<file path="src/rtl/regfile_scoreboard.sv">
// Multi-port register file with same-cycle writeback bypass and a per-register
// pending scoreboard; register 0 reads as zero and is never pending.
module regfile_scoreboard #(
  parameter int DATA_WIDTH = 24,
  parameter int ADDR_BITS  = 4,
  parameter int NUM_REGS   = 16,
  parameter int NUM_READ   = 3,
  parameter int CNT_BITS   = $clog2(NUM_REGS) + 1
) (
  input  logic                           clk,
  input  logic                           rst_n,
  input  logic [NUM_READ*ADDR_BITS-1:0]  rd_addr,
  output logic [NUM_READ*DATA_WIDTH-1:0] rd_data,
  output logic [NUM_READ-1:0]            rd_busy,
  input  logic                           wr_en,
  input  logic [ADDR_BITS-1:0]           wr_addr,
  input  logic [DATA_WIDTH-1:0]          wr_data,
  input  logic                           issue_en,
  input  logic [ADDR_BITS-1:0]           issue_addr,
  output logic [CNT_BITS-1:0]            pending_count,
  output logic                           any_pending
);

  localparam int IDX_BITS = (NUM_REGS > 1) ? $clog2(NUM_REGS) : 1;

  logic [DATA_WIDTH-1:0] regs_q [NUM_REGS];
  logic [NUM_REGS-1:0]   pend_q;
  logic [NUM_REGS-1:0]   pend_next;
  logic [CNT_BITS-1:0]   count_q;
  logic [CNT_BITS-1:0]   count_next;
  logic                  wr_ok;
  logic                  issue_ok;

  // Register 0 and addresses beyond the implemented file are inert.
  function automatic logic addr_ok(input logic [ADDR_BITS-1:0] a);
    return (a != '0) && (int'(a) < NUM_REGS);
  endfunction

  function automatic logic [IDX_BITS-1:0] idx(input logic [ADDR_BITS-1:0] a);
    return IDX_BITS'(a);
  endfunction

  assign wr_ok    = wr_en && addr_ok(wr_addr);
  assign issue_ok = issue_en && addr_ok(issue_addr);

  // Issue is applied after writeback so a same-edge issue leaves the register pending.
  always_comb begin
    pend_next = pend_q;
    if (wr_ok) begin
      pend_next[idx(wr_addr)] = 1'b0;
    end
    if (issue_ok) begin
      pend_next[idx(issue_addr)] = 1'b1;
    end
    count_next = '0;
    for (int i = 0; i < NUM_REGS; i++) begin
      count_next = count_next + CNT_BITS'(pend_next[i]);
    end
  end

  always_ff @(posedge clk or negedge rst_n) begin
    if (!rst_n) begin
      for (int i = 0; i < NUM_REGS; i++) begin
        regs_q[i] <= '0;
      end
      pend_q  <= '0;
      count_q <= '0;
    end else begin
      if (wr_ok) begin
        regs_q[idx(wr_addr)] <= wr_data;
      end
      pend_q  <= pend_next;
      count_q <= count_next;
    end
  end

  // Reads are gated by rst_n so a bypassed writeback cannot leak out during reset.
  always_comb begin
    logic [ADDR_BITS-1:0] a;
    a       = '0;
    rd_data = '0;
    rd_busy = '0;
    for (int p = 0; p < NUM_READ; p++) begin
      a = rd_addr[p*ADDR_BITS +: ADDR_BITS];
      if (rst_n && addr_ok(a)) begin
        if (wr_en && (wr_addr == a)) begin
          rd_data[p*DATA_WIDTH +: DATA_WIDTH] = wr_data;
        end else begin
          rd_data[p*DATA_WIDTH +: DATA_WIDTH] = regs_q[idx(a)];
          rd_busy[p]                          = pend_q[idx(a)];
        end
      end
    end
  end

  assign pending_count = count_q;
  assign any_pending   = (count_q != '0);

endmodule

</file>
<file path="config.mk">
export PLATFORM = sky130hd
export DESIGN_NAME = regfile_scoreboard
export DESIGN_NICKNAME = d
export VERILOG_FILES = /design/src/rtl/regfile_scoreboard.sv
export SDC_FILE = /design/constraint.sdc
export NUM_CORES = 1
export LEC_CHECK = 0
export BUFFER_PORTS_ARGS = -buffer_cell sky130_fd_sc_hd__buf_2
export CAP_MARGIN = 20
export CORE_UTILIZATION = 54
export DETAILED_ROUTE_END_ITERATION = 6
export GPL_ROUTABILITY_DRIVEN = 1
export PLACE_DENSITY = 0.74
export SKIP_CTS_REPAIR_TIMING = 1
export SLEW_MARGIN = 25
export SYNTH_ARGS = -nofsm -noshare
export SYNTH_HDL_FRONTEND = slang
export SYNTH_SLANG_ARGS = --single-unit
</file>
<file path="constraint.sdc">
create_clock -name clk -period 4.9 [get_ports clk]
set_input_delay 0.49 -clock clk [delete_from_list [all_inputs] [get_ports clk]]
set_output_delay 0.49 -clock clk [all_outputs]
set_load 0.02 [all_outputs]
</file>
==> flow_summary.toml <==
[outcome]
status = "finished with violations"
violations = "DRC"

[synth]
synth_nets = 2143
synth_seq_cells = 405
async_reset_ff_share_pct = 100
syn_avg_cell_area_sq_um = 12.6
synth_edf_count = 0
synth_top_area_share_pct = 38.7
synth_most_common_cell = "dfrtp_1"
ys.flop_type = "dfrtp_1"
syn-instance-count = 2080
synth_top_cell_by_area = "dfrtp_1"
ys_warn_count = 0
synth_cell_type_count = 46
ys_seq_area_share_pct = 38.7
ys_top_cells_by_count = "dfrtp_1 (405), mux2_2 (315), mux2i_1 (288)"
syn-cell-area_sq_um = 26200
synth_area_leaders = "dfrtp_1 (39%), mux2_2 (14%), mux4_2 (13%), mux2i_1 (11%), o22ai_1 (3.5%)"

[global_routing]
antenna_found_initial = 8
gr-total-overflow = 0
grtUsageTotal_pct = 36.7
grt_pass1_vias = 20705
grt_pass1_wl_um = 134000
grt_max_degree = 157

[critical_path]
slowest_delay_ps = 530
cp-end-kind = "flip-flop"
path_cells = "buf_2 > nand2_1 > or2_1 > o21ai_0 > nand2_1 > fa_1 > inv_1 > fa_1 > fa_1 > inv_1 > fa_1 > ha_1 > inv_1 > fa_1 > nor2b_1 > o21a_1"
crit_path_top_delay_cell = "fa_1"
r2r_end = "pending_count[4]"
r2r_cells = 13
r2r_start = "pend_q[7]"
cp_data_arrival_time_ps = 4590
crit_type = "primary input to flip-flop"
cp_max_fo = 8
cp-start-kind = "primary input"
r2r_slack_ps = 980
crit_top_cell = "fa_1"
worst_ep_required_time_ps = 5410

[die]
pin_count = 129
coreArea_sq_um = 47700
die_w_um = 222
core.rowCount = 80
start_util_pct = 54.8
die_y_um = 222
die_area_sq_um = 49400

[detailed_routing]
drt_wl_total_um = 90400
drt_iter0_markers = 2962
vias = 20634
route.detailed.drc = 3
routed_via_density = 7.59
wl_per_cell_um = 33.3
ant_nets = 0
drt_pass1_iterations = 7

[clock_tree]
clock_sinks = 405
cts_tree = "done"
clock_path_buffers = 3
root_buffer = "clkbuf_16"
clkSlewWorstSetupHoldPaths_ps = 60
numCtsBuffers = 43
clk_latency_ps = 570
ctsHtreeMaxLevel = 2

[timing]
setup_viol_count_final = 0
clock.fmax_ghz = 0.245
worst_pin_slew_ps = 1150
fin_crit_sh_pct = 83.2
finalSetupTns_ps = 0
drv_slew = 0
fin_skew_ps = 5.76
hold_viol = 0
fin_crit_ps = 4080
grt_setup_unrepaired = "no"
slew_headroom_pct = 22.7
setup_ws_ps = 824

[power_and_ir_drop]
p_leak_nw = 12.0
powerDensity_nw_per_um2 = 424
peakVddDrop_v = 0.000880

[place]
dp_slack_ps = 243
place.gp.congestion = 0.980
hpwl_um = 55700
port_buffers = 128

[flow_run]
drv_cap = 0

[final_layout]
drive_gt1_share_pct = 37.8
fin_nets = 2133
syn_to_final_growth_pct = 8.37

[min_path]
holdPathStages = 2
min_delay_worst_endpoint = "pend_q[5]"
hold_class = "primary input to flip-flop"
hp-start = "issue_addr[1]"
==> where the power goes <==
group / internal [W] / switching [W] / total, W
Sequential: 0.00410 / 0.000751 / 0.00486
Combinational: 0.00189 / 0.00179 / 0.00369
Clock: 0.00204 / 0.00145 / 0.00348
Total: 0.00804 / 0.00399 / 0.0120
==> cells by family after synthesis <==
| family | synth area share, % |
|---|---|
| AO/OA/AOI/OAI | 10.1 |
| XOR/XNOR | 0.468 |
| adder cells (fa/ha/maj) | 1.00 |
| buffers and inverters | 5.91 |
| flip-flops | 38.7 |
| multiplexers | 40.3 |
| AND/OR/NAND/NOR | 3.46 |
==> critical path, delay by kind of cell <==
kind | cells | cell delay, ps
buf+inv | 4 | 370
compound gates | 2 | 340
simple gates | 4 | 680
fa+ha+maj | 6 | 2670
==> stage by stage <==
stage	utilization, %	hold slack, ps	total power, W	cells	cell area (sq um)
detailed placement	56.2	410	0.00847	2638	26800
global placement	56.2	404	0.00829	2638	26800
finish	59.4	250	0.0120	2720	28400
global route	59.4	249	0.0125	2717	28400
CTS	59.3	-116	0.0119	2714	28300
floorplan	-	194	0.00742	2080	26200
==> placed cells by master, fill, tap and decap left out, types with 7 or more instances in the layout <==
| cell type | synthesis | routed |
|---|---|---|
| mux4_2 | 156 | 156 |
| dfrtp_1 | 405 | 405 |
| clkbuf_1 | 87 | 7 |
| o22ai_1 | 146 | 146 |
| inv_1 | 19 | 19 |
| buf_4 | 45 | 84 |
| nand3_1 | 74 | 74 |
| mux2_4 | 19 | 19 |
| a211oi_1 | 72 | 72 |
| o31ai_1 | 73 | 73 |
| o21ai_0 | 8 | 8 |
| buf_2 | 85 | 121 |
| nand2_1 | 20 | 19 |
| fa_1 | 10 | 10 |
| mux2i_1 | 288 | 288 |
| nor2b_1 | 11 | 7 |
| nor2_1 | 7 | 7 |
| mux2_2 | 315 | 315 |
| mux2_1 | 29 | 29 |
| clkbuf_8 | 0 | 10 |
| nor2_4 | 3 | 9 |
| clkbuf_16 | 0 | 45 |
| xnor2_1 | 14 | 14 |
| a31oi_1 | 69 | 69 |
==> metal layers <==
| layer | up-vias | wire length (um) | track usage [%] |
|---|---|---|---|
| met5 | - | 24 | 0 |
| met4 | 4 | 5480 | 21.0 |
| met3 | 438 | 12800 | 12.8 |
| met2 | 1735 | 39200 | 52.7 |
| met1 | 10376 | 32900 | 48.2 |
| li1 | 8081 | - | - |
==> registers in the layout, summed over array words and instances, names as in the netlist <==
| register | count |
|---|---|
| regs_q | 384 |
| pending_count | 5 |
| pend_q | 16 |
==> layout make-up <==
class | instances | area (sq um)
clock inverters | 14 | 188
fillers | 3636 | 19400
repair buffers | 213 | 1360
flip-flops and latches | 405 | 10100
multi-input cells | 1388 | 14500
inverters | 19 | 71.3
well taps | 615 | 769
diodes | 4 | 10.0
clock buffers | 62 | 1290
==> how the worst max path moves through the flow <==
stage	slack [ps]	cells after the start	startpoint	to
after CTS	810	16	wr_addr[3]	pending_count[4]
final	820	16	wr_addr[3]	pending_count[4]
after global placement	330	16	wr_addr[3]	pending_count[4]
after detailed placement	240	16	wr_addr[3]	pending_count[4]
after global routing	630	16	wr_addr[3]	pending_count[4]
after floorplan	460	15	wr_addr[2]	pending_count[4]
Power figures use the tool's default switching activity.
